## config.mk

```make
export PLATFORM = sky130hd
export DESIGN_NAME = uart_rx_monitor
export DESIGN_NICKNAME = d
export VERILOG_FILES = /design/src/rtl/uart_pkg.sv /design/src/rtl/sync_fifo.sv /design/src/rtl/uart_rx_monitor.sv
export SDC_FILE = /design/constraint.sdc
export NUM_CORES = 1
export LEC_CHECK = 0
export CAP_MARGIN = 15
export CORE_ASPECT_RATIO = 0.8
export CORE_MARGIN = 10
export CORE_UTILIZATION = 60
export DETAILED_ROUTE_END_ITERATION = 8
export PLACE_DENSITY = 0.78
export SYNTH_ARGS = -nofsm -noshare
export SYNTH_HDL_FRONTEND = slang
export SYNTH_SLANG_ARGS = --single-unit
```

## constraint.sdc

```tcl
create_clock -name clk_i -period 4.85 [get_ports clk_i]
set_input_delay 0.485 -clock clk_i [delete_from_list [all_inputs] [get_ports clk_i]]
set_output_delay 0.485 -clock clk_i [all_outputs]
set_load 0.1 [all_outputs]
```

## src/rtl/uart_pkg.sv

```systemverilog
// Shared types and constants for the UART receive monitor.
//   UART_DATA_BITS : data bits per frame
//   uart_byte_t    : one received byte
//   rx_state_e     : receiver FSM states (PARITY is only reachable when
//                    UART_RX_PARITY_EN is defined)
package uart_pkg;

  localparam int UART_DATA_BITS = 8;

  typedef logic [UART_DATA_BITS-1:0] uart_byte_t;

  typedef enum logic [2:0] {
    IDLE,
    START,
    DATA,
    PARITY,
    STOP,
    BREAK
  } rx_state_e;

endpackage

```

## src/rtl/sync_fifo.sv

```systemverilog
// Synchronous show-ahead FIFO. The head entry is always visible on o_data;
// a pop advances to the next entry on the following cycle.
// A push while full is accepted only when a pop happens in the same cycle.
// Ports:
//   clk_i, rst_i  : clock, synchronous active-high reset
//   i_push/i_data : write request and data; o_full when DEPTH entries held
//   i_pop/o_data  : read request and head data; o_empty when no entries
//   o_level       : current number of entries (0..DEPTH)
module sync_fifo #(
  parameter int WIDTH = 8,
  parameter int DEPTH = 16
) (
  input  logic                     clk_i,
  input  logic                     rst_i,
  input  logic                     i_push,
  input  logic [WIDTH-1:0]         i_data,
  output logic                     o_full,
  input  logic                     i_pop,
  output logic [WIDTH-1:0]         o_data,
  output logic                     o_empty,
  output logic [$clog2(DEPTH):0]   o_level
);

  localparam int AW = $clog2(DEPTH);
  localparam logic [AW:0] LP_DEPTH = (AW+1)'(DEPTH);

  logic [WIDTH-1:0] r_mem [DEPTH];
  logic [AW-1:0]    r_wr_ptr;
  logic [AW-1:0]    r_rd_ptr;
  logic [AW:0]      r_count;

  logic w_full;
  logic w_empty;
  logic w_wr;
  logic w_rd;

  assign w_full  = (r_count == LP_DEPTH);
  assign w_empty = (r_count == '0);
  assign w_rd    = i_pop && !w_empty;
  assign w_wr    = i_push && (!w_full || w_rd);

  // Storage carries no reset; only pointers and count define contents.
  always_ff @(posedge clk_i) begin
    if (w_wr) begin
      r_mem[r_wr_ptr] <= i_data;
    end
  end

  // DEPTH is a power of two, so pointers wrap naturally.
  always_ff @(posedge clk_i) begin
    if (rst_i) begin
      r_wr_ptr <= '0;
      r_rd_ptr <= '0;
      r_count  <= '0;
    end else begin
      if (w_wr) r_wr_ptr <= r_wr_ptr + 1'b1;
      if (w_rd) r_rd_ptr <= r_rd_ptr + 1'b1;
      case ({w_wr, w_rd})
        2'b10:   r_count <= r_count + 1'b1;
        2'b01:   r_count <= r_count - 1'b1;
        default: r_count <= r_count;
      endcase
    end
  end

  assign o_full  = w_full;
  assign o_empty = w_empty;
  assign o_data  = r_mem[r_rd_ptr];
  assign o_level = r_count;

endmodule

```

## src/rtl/uart_rx_monitor.sv

```systemverilog
// UART receive monitor: decodes 8N1 frames from an asynchronous serial line,
// buffers bytes in a show-ahead FIFO and presents them on a valid/ready stream.
// Optional macro UART_RX_PARITY_EN adds an even-parity bit between the data
// and stop bits plus the sticky err_parity_o output.
// Ports:
//   clk_i, rst_i   : clock, synchronous active-high reset
//   uart_rxd_i     : serial input, idle high, asynchronous
//   rx_data_o      : head-of-FIFO byte (0 when empty)
//   rx_valid_o     : FIFO non-empty
//   rx_ready_i     : consumer accept
//   fifo_level_o   : FIFO occupancy
//   err_frame_o    : sticky framing error
//   err_overrun_o  : sticky overrun (byte dropped on full FIFO)
//   err_clr_i      : clears the sticky flags (a coincident new error wins)
//   err_parity_o   : sticky parity error (UART_RX_PARITY_EN only)
//
// state  | meaning
// IDLE   | waiting for a synchronized 1->0 edge
// START  | half-bit wait, then confirm start bit is still low
// DATA   | sampling 8 data bits LSB first at mid-bit
// PARITY | sampling the even-parity bit (UART_RX_PARITY_EN only)
// STOP   | sampling the stop bit; push on 1, framing error on 0
// BREAK  | line held low after a framing error; wait for it to go high
module uart_rx_monitor
  import uart_pkg::*;
#(
  parameter int CLKS_PER_BIT = 868,
  parameter int FIFO_DEPTH   = 16
) (
  input  logic                          clk_i,
  input  logic                          rst_i,
  input  logic                          uart_rxd_i,
  output logic [7:0]                    rx_data_o,
  output logic                          rx_valid_o,
  input  logic                          rx_ready_i,
  output logic [$clog2(FIFO_DEPTH):0]   fifo_level_o,
  output logic                          err_frame_o,
  output logic                          err_overrun_o,
  input  logic                          err_clr_i
`ifdef UART_RX_PARITY_EN
  ,
  output logic                          err_parity_o
`endif
);

  localparam logic [15:0] LP_FULL = 16'(CLKS_PER_BIT - 1);
  localparam logic [15:0] LP_HALF = 16'(CLKS_PER_BIT / 2 - 1);
  localparam logic [2:0]  LP_LAST = 3'(UART_DATA_BITS - 1);

  logic       r_sync1;
  logic       r_sync2;
  logic [1:0] r_sync_vld;
  logic       r_rx_q;

  rx_state_e  r_state;
  logic [15:0] r_cnt;
  logic [2:0]  r_idx;
  uart_byte_t  r_shreg;
  logic        r_err_frame;
  logic        r_err_overrun;

  rx_state_e  w_state_nxt;
  logic [15:0] w_cnt_nxt;
  logic [2:0]  w_idx_nxt;
  uart_byte_t  w_shreg_nxt;
  logic        w_tc;
  logic        w_fall;
  logic        w_push;
  logic        w_pop;
  logic        w_frame_evt;
  logic        w_overrun_evt;

  logic        w_full;
  logic        w_empty;
  uart_byte_t  w_fifo_data;

`ifdef UART_RX_PARITY_EN
  logic        r_par_bad;
  logic        r_err_parity;
  logic        w_par_bad_nxt;
  logic        w_par_evt;
`endif

  // Synchronizer flops preset high so reset looks like an idle line.
  // r_sync_vld marks when r_sync2 holds a real line sample; r_rx_q only
  // tracks real samples, so a line that is already low at reset release
  // never produces a falling edge.
  always_ff @(posedge clk_i) begin
    if (rst_i) begin
      r_sync1    <= 1'b1;
      r_sync2    <= 1'b1;
      r_sync_vld <= 2'b00;
      r_rx_q     <= 1'b0;
    end else begin
      r_sync1    <= uart_rxd_i;
      r_sync2    <= r_sync1;
      r_sync_vld <= {r_sync_vld[0], 1'b1};
      r_rx_q     <= r_sync_vld[1] ? r_sync2 : 1'b0;
    end
  end

  assign w_fall = r_rx_q && !r_sync2;
  assign w_tc   = (r_cnt == '0);

  always_ff @(posedge clk_i) begin
    if (rst_i) begin
      r_state <= IDLE;
      r_cnt   <= '0;
      r_idx   <= '0;
      r_shreg <= '0;
    end else begin
      r_state <= w_state_nxt;
      r_cnt   <= w_cnt_nxt;
      r_idx   <= w_idx_nxt;
      r_shreg <= w_shreg_nxt;
    end
  end

  always_comb begin
    w_state_nxt = r_state;
    w_cnt_nxt   = r_cnt;
    w_idx_nxt   = r_idx;
    w_shreg_nxt = r_shreg;
    w_push      = 1'b0;
    w_frame_evt = 1'b0;
`ifdef UART_RX_PARITY_EN
    w_par_bad_nxt = r_par_bad;
    w_par_evt     = 1'b0;
`endif
    case (r_state)
      IDLE: begin
        if (w_fall) begin
          w_cnt_nxt   = LP_HALF;
          w_state_nxt = START;
        end
      end
      START: begin
        if (w_tc) begin
          if (!r_sync2) begin
            w_cnt_nxt   = LP_FULL;
            w_idx_nxt   = '0;
            w_state_nxt = DATA;
`ifdef UART_RX_PARITY_EN
            w_par_bad_nxt = 1'b0;
`endif
          end else begin
            w_state_nxt = IDLE;
          end
        end else begin
          w_cnt_nxt = r_cnt - 1'b1;
        end
      end
      DATA: begin
        if (w_tc) begin
          w_shreg_nxt[r_idx] = r_sync2;
          w_cnt_nxt          = LP_FULL;
          if (r_idx == LP_LAST) begin
            w_idx_nxt = '0;
`ifdef UART_RX_PARITY_EN
            w_state_nxt = PARITY;
`else
            w_state_nxt = STOP;
`endif
          end else begin
            w_idx_nxt = r_idx + 1'b1;
          end
        end else begin
          w_cnt_nxt = r_cnt - 1'b1;
        end
      end
      PARITY: begin
`ifdef UART_RX_PARITY_EN
        if (w_tc) begin
          // Even parity: the parity bit equals the XOR of the data bits.
          if (r_sync2 != (^r_shreg)) begin
            w_par_evt     = 1'b1;
            w_par_bad_nxt = 1'b1;
          end
          w_cnt_nxt   = LP_FULL;
          w_state_nxt = STOP;
        end else begin
          w_cnt_nxt = r_cnt - 1'b1;
        end
`else
        w_state_nxt = IDLE;
`endif
      end
      STOP: begin
        if (w_tc) begin
          if (r_sync2) begin
`ifdef UART_RX_PARITY_EN
            w_push = !r_par_bad;
`else
            w_push = 1'b1;
`endif
            w_state_nxt = IDLE;
          end else begin
            w_frame_evt = 1'b1;
            w_state_nxt = BREAK;
          end
        end else begin
          w_cnt_nxt = r_cnt - 1'b1;
        end
      end
      BREAK: begin
        if (r_sync2) begin
          w_state_nxt = IDLE;
        end
      end
      default: begin
        w_state_nxt = IDLE;
      end
    endcase
  end

  assign w_pop         = !w_empty && rx_ready_i;
  assign w_overrun_evt = w_push && w_full && !w_pop;

  // Set has priority over clear so an error coinciding with err_clr_i sticks.
  always_ff @(posedge clk_i) begin
    if (rst_i) begin
      r_err_frame   <= 1'b0;
      r_err_overrun <= 1'b0;
    end else begin
      if (w_frame_evt)    r_err_frame <= 1'b1;
      else if (err_clr_i) r_err_frame <= 1'b0;
      if (w_overrun_evt)  r_err_overrun <= 1'b1;
      else if (err_clr_i) r_err_overrun <= 1'b0;
    end
  end

`ifdef UART_RX_PARITY_EN
  always_ff @(posedge clk_i) begin
    if (rst_i) begin
      r_par_bad    <= 1'b0;
      r_err_parity <= 1'b0;
    end else begin
      r_par_bad <= w_par_bad_nxt;
      if (w_par_evt)      r_err_parity <= 1'b1;
      else if (err_clr_i) r_err_parity <= 1'b0;
    end
  end

  assign err_parity_o = r_err_parity;
`endif

  sync_fifo #(
    .WIDTH (UART_DATA_BITS),
    .DEPTH (FIFO_DEPTH)
  ) u_fifo (
    .clk_i   (clk_i),
    .rst_i   (rst_i),
    .i_push  (w_push),
    .i_data  (r_shreg_push_data()),
    .o_full  (w_full),
    .i_pop   (w_pop),
    .o_data  (w_fifo_data),
    .o_empty (w_empty),
    .o_level (fifo_level_o)
  );

  // The byte is complete in r_shreg by the stop-bit sample cycle.
  function automatic uart_byte_t r_shreg_push_data();
    return r_shreg;
  endfunction

  // Mask the uninitialised FIFO storage so an empty FIFO reads as 0.
  assign rx_data_o     = w_empty ? 8'h00 : w_fifo_data;
  assign rx_valid_o    = !w_empty;
  assign err_frame_o   = r_err_frame;
  assign err_overrun_o = r_err_overrun;

endmodule

```

* Yosys cells after proc, flatten, opt, wreduce, memory -nomap -nowiden
Memory sizes are Yosys's and may differ from the RTL's. A register that Yosys moved wholly into a read port is not among the register bits.
Cells that the tools add are included.
** Word-level totals
- Register bits after elaboration :: 50
- Latch bits :: 0
- Bits in writable memories :: 128
- Bits in read-only memories :: 0
- Input bits :: 5
- Output and inout bits :: 16
- Logic and storage cells :: 105
- Memories kept :: 1
** Memory list
- u_fifo.r_mem :: words 16, width 8, read ports 1, clocked after Yosys merged registers in 1, write ports 1, RTL line sync_fifo.sv:27 : logic [WIDTH-1:0] r_mem [DEPTH];
** Operators by class
- Add/subtract/negate cells :: 6
- Multipliers :: 0
- Div/mod/pow operators :: 0
- $lt $le $gt $ge :: 2
- Equal/unequal tests :: 17
- Shift operators :: 0
- Multiplexer cells :: 39
- Bitwise logic cells :: 1
- Reduce and logical (&&, ||, !) cells :: 25
** Operators with widths (number)
- two-way mux 16 bit :: 5
- case mux 16 bit (4 select lines) :: 1
- two-way mux 3 bit :: 11
- zero test 16 bit :: 1
- != test 2 bit, second input constant :: 8
- subtractor 16 x 1 -> 16 bit, second input constant :: 1
- case mux 3 bit (5 select lines) :: 1
- two-way mux 1 bit :: 13
- case mux 5 bit (2 select lines) :: 1
- == test 3 bit, second input constant :: 3
- adder 4 x 1 -> 4 bit, second input constant :: 2
- bitwise mux 8 bit :: 1
- two-way mux 4 bit :: 2
- two-way mux 8 bit :: 1
- AND reduction 4 bit :: 2
- nonzero test 2 bit :: 4
- logical AND 1 bit :: 7
- case mux 3 bit (2 select lines) :: 1
- AND reduction 6 bit :: 1
- adder 5 x 1 -> 5 bit, second input constant :: 1
- == test 5 bit, second input constant :: 1
- zero test 5 bit :: 1
- subtractor 5 x 1 -> 5 bit, second input constant :: 1
- zero test 1 bit :: 4
- 16 further kinds :: 16

* Logic depth before layout (Yosys ltp)
- Depth after elaboration :: 8
- Mapped depth :: 16
- Depth with buffers taken out :: 14

* Modules after synthesis
A second synthesis with hierarchy kept.
** Second synthesis, totals
- Cell total of the unflattened synthesis :: 567
- Area, all modules :: 7911.3 um2
** Modules (own cells, without submodules)
- sync_fifo :: instances 1, cells each 322, area an instance 5854.4 um2, sequential area each 4184.0 um2
- uart_rx_monitor :: instances 1, cells each 245, area an instance 2057.0 um2, sequential area each 740.7 um2

* Worst setup path before layout
OpenSTA, ideal clock, no wires.
- Path kind :: reg2reg
- Start :: register r_cnt[0]
- End :: register u_fifo.r_count[4], in the netlist u_fifo.o_level[4]
- Setup time :: 0.121 ns
- Arrival :: 3.472 ns
- Data required time :: 4.729 ns
- Setup slack :: 1.257 ns
- Stages on the path, launching flop included :: 17
- Path buffers :: 2
- Clock period less this slack :: 3.593 ns
- Cells stage by stage :: dfxtp_1 > inv_1 > ha_1 > or4b_1 > nor3_1 > and3_1 > buf_2 > inv_1 > ha_1 > clkbuf_1 > xor2_1 > ha_1 > a21oi_1 > o22ai_1 > a222oi_1 > or4_1 > nand2_1
** On the way
- Longest elaborated chain between the ends :: 6
- Elaborated cells on any way between the ends :: 8
- Those cells by class :: 2 x eq/ne; 3 x mux; 3 x reduce/logical
** Ends and longest elaborated chain
- from (decl) :: RTL line uart_rx_monitor.sv:56 : logic [15:0] r_cnt;
- from (signal assigned) :: RTL line uart_rx_monitor.sv:113 : r_cnt <= w_cnt_nxt;
- zero test 16 bit (*) :: RTL line uart_rx_monitor.sv:103 : assign w_tc = (r_cnt == '0);
- two-way mux 1 bit (*) :: RTL line uart_rx_monitor.sv:189 : if (w_tc) begin
- two-way mux 1 bit (*) :: RTL line uart_rx_monitor.sv:130 : case (r_state)
- logical AND 1 bit (*) :: RTL line sync_fifo.sv:40 : assign w_wr = i_push && (!w_full || w_rd);
- == test 2 x 1 -> 1 bit or == test 2 bit (tied branches) :: RTL line sync_fifo.sv:58 : case ({w_wr, w_rd})
- case mux 5 bit (2 select lines) or nonzero test 2 bit (tied branches)
- to (signal assigned) :: RTL line sync_fifo.sv:59 : 2'b10: r_count <= r_count + 1'b1;
- to (signal assigned) :: RTL line sync_fifo.sv:60 : 2'b01: r_count <= r_count - 1'b1;
- to (signal assigned) :: RTL line sync_fifo.sv:61 : default: r_count <= r_count;
- to (decl) :: RTL line sync_fifo.sv:30 : logic [AW:0] r_count;
Every way passes the cells marked *; elsewhere a longest branch is shown, timed or not.
A chain may end at the register's enable or synchronous reset.

==> flow_summary.toml <==
[pwr]
swShare_pct = 25.2
ir_worst_vdd_v = 0.000265
power_frac_seq_pct = 51.3
p_per_area_nw_per_um2 = 386
comb_power_share_pct = 11.0
p_int_mw = 2.48
power.leakage_nw = 2.82
pwr-share-clk_pct = 37.7
power_switching_mw = 0.833

[logic_synthesis]
synth_area_um2 = 7670
yosysUniqueCellTypes = 53
ys_seq_area_share_pct = 64.2
ys_warn_count = 0
synth_edf_count = 128
synth_ff_type = "edfxtp_1"
avgSynthCellArea_um2 = 14.2
synth_seq_cells = 182
syn_nets = 556
synthCells = 540
synthArstFlopShare_pct = 0

[placed_design]
gp_congestion = 0.882
pre_cts_slack_ns = 0.931
dp_hpwl_mm = 9.77
port-buffer-count = 20

[floorplan]
num_rows = 36
die_w_um = 146
design.portCount = 21
die-height_um = 121
dieArea_um2 = 17700
core_um2 = 12300
initial_core_util_pct = 62.1

[detailed_routing]
drt_iter0_drc = 455
drc = 0
routed_wl_mm = 16.4
viasPerCell = 6.38
wl_met3_mm = 1.21
top_layer_used = "met4"
route.met2.wl_mm = 8.15
met1_length_mm = 6.63
wire_per_inst_um = 22.1
drt_pass1_iterations = 5
vias = 4726
ant_nets = 0

[run]
drv_cap = 0

[timing]
relSlewSlack_pct = 30.9
fmax_mhz = 246
hold_viol_final = 0
report.final.slew_viol_count = 0
timing.hold.ws_ns = 0.422
finalSetupViolCount = 0
final.setup_skew_ns = 0.0110
period_share_pct = 83.8
min_period_ns = 4.06
setup_tns_ns = 0
worst_pin_slew_ns = 1.03
rsz0062_at_grt = "false"
finalWorstSetupSlack_ns = 0.786

[global_routing]
grt_pass1_wl_mm = 26.3
grt.overflow.total = 0
grt_pass1_vias = 4665
grt_max_degree = 48
grt_usage_pct = 19.3
antenna_found_initial = 0

[setup_path]
path_max_fanout = 32
end_kind = "output pin"
worstPathArrival_ns = 3.58
required_ns = 4.37
worstPathCellList = "buf_4 -> mux4_2 -> mux4_2 -> and2_1 -> clkdlybuf4s50_1"
critical_path_class = "reg2out"
cpPeakStageDelay_ns = 0.97
cp_slowest_cell = "clkdlybuf4s50_1"
r2r_slack_ns = 0.87
cpMostUsedCell = "mux4_2"
critPathLaunchType = "flop"

[clock_network]
htreeDepth = 4
cts_tree = "yes"
clock_latency_ns = 0.42
ctsResizeCount = 0
clk_path_buf_depth = 2
hold_buffers = 0
post_cts_buffers = 0
clock_sinks = 182
clk_transition_reported_paths_ns = 0.06
cts_buffers = 17
cts-root-buf = "clkbuf_16"

[final_layout]
antenna_cells = 0
drive_gt1_share_pct = 14.7
area_growth_pct = 11.7
nets = 573
nFillCells = 846

[status]
status = "finished, final reports clean"

[min_path]
worstHoldPathType = "reg2reg"
==> Yosys cell counts (6+ instances only) <==
master / count / area (um^2)
edfxtp_1: 128 / 3840
dfxtp_1: 54 / 1080
nor2_1: 49 / 184
mux4_2: 40 / 901
a21oi_1: 28 / 140
nand2_1: 24 / 90.1
clkbuf_1: 22 / 82.6
o21ai_0: 19 / 95.1
inv_1: 13 / 48.8
nor3_1: 13 / 65.1
nor4_1: 13 / 81.3
nand3_1: 12 / 60.1
ha_1: 11 / 138
mux2i_1: 11 / 110
and2_1: 10 / 62.6
nand2b_1: 8 / 50.1
nand4_1: 8 / 50.1
or3_1: 7 / 43.8
or4_1: 7 / 52.6
xor2_1: 7 / 61.3
buf_1: 6 / 22.5
==> power groups by stage <==
| stage | Combinational (mW) | Sequential (mW) | Clock, mW |
|---|---|---|---|
| after floorplan | 0.274 | 1.71 | 0 |
| after global placement | 0.339 | 1.73 | 0 |
| after detailed placement | 0.344 | 1.73 | 0 |
| after CTS | 0.347 | 1.69 | 1.27 |
| after global routing | 0.391 | 1.70 | 1.34 |
| final | 0.363 | 1.70 | 1.25 |
==> layout by cell type, fill, tap and decap left out, types with 3 or more instances in the layout <==
master           instances
a211oi_1                 4
a21oi_1                 28
and2_1                  10
buf_4                    7
clkbuf_16               17
clkdlybuf4s50_1         20
clkinv_1                 4
clkinv_2                 4
clkinvlp_4               3
dfxtp_1                 53
edfxtp_1               128
ha_1                    11
inv_1                   13
mux2i_1                 11
mux4_2                  40
nand2_1                 24
nand2b_1                 8
nand3_1                 12
nand4_1                  8
nor2_1                  49
nor2b_1                  4
nor3_1                  13
nor4_1                  13
o21ai_0                 19
or3_1                    7
or4_1                    7
xnor2_1                  4
xor2_1                   7
==> cell families after synthesis <==
group	synth area share, %
simple gates	11.5
buf+inv	2.14
flops	64.2
fa+ha+maj	1.79
compound gates	5.61
mux	13.5
xor+xnor	1.26
==> metrics by stage <==
stage	power (mW)	utilization, %	cells	cell area [um^2]
CTS	3.31	69.4	740	8560
floorplan	1.99	-	540	7670
detailed placement	2.07	65.0	708	8020
global route	3.43	69.4	741	8570
finish	3.31	69.4	741	8570
global placement	2.06	65.0	708	8020
==> cell type report <==
class                           instances  area [um^2]  share of cell area, %
Timing Repair Buffer                   28          260                   3.04
Clock inverter                         15          114                   1.33
Tap cell                              171          214                   2.50
Sequential cell                       182         4930                   57.5
Inverter                               13         48.8                  0.569
Multi-Input combinational cell        315         2580                   30.1
Clock buffer                           17          425                   4.96
==> flip-flops by register name (all words and copies together) (netlist names), 2 cells and up, named ones only <==
name and cells:
r_cnt 16, u_fifo.o_level 5, r_idx 3, r_shreg 8, r_sync_vld 2, u_fifo.r_rd_ptr 4, u_fifo.r_mem 128, u_fifo.r_wr_ptr 4
r_state 3
==> path summary, 6_finish.rpt <==
kind                 start           endpoint  cells past startpoint
setup / recovery      flop       rx_data_o[3]                      5
hold / removal     r_sync1            r_sync2                      1
setup reg to reg  r_cnt[0]  u_fifo.o_level[4]                     14
hold reg to reg    r_sync1            r_sync2                      1
==> critical path: cells and delay by family (launching register included) <==
kind                   cells  cell delay (ns)
flip-flops                 1             0.31
multiplexers               2             1.14
AND/OR/NAND/NOR            1             0.17
buffers and inverters      2             1.50
==> metal layers <==
metal / vias up / GRT usage (%)
met4: 0 / 7.62
met2: 247 / 30.7
met1: 2327 / 25.6
li1: 2117 / -
met5: - / 0
met3: 35 / 4.25
No activity file was read; power rests on OpenSTA's default activity.
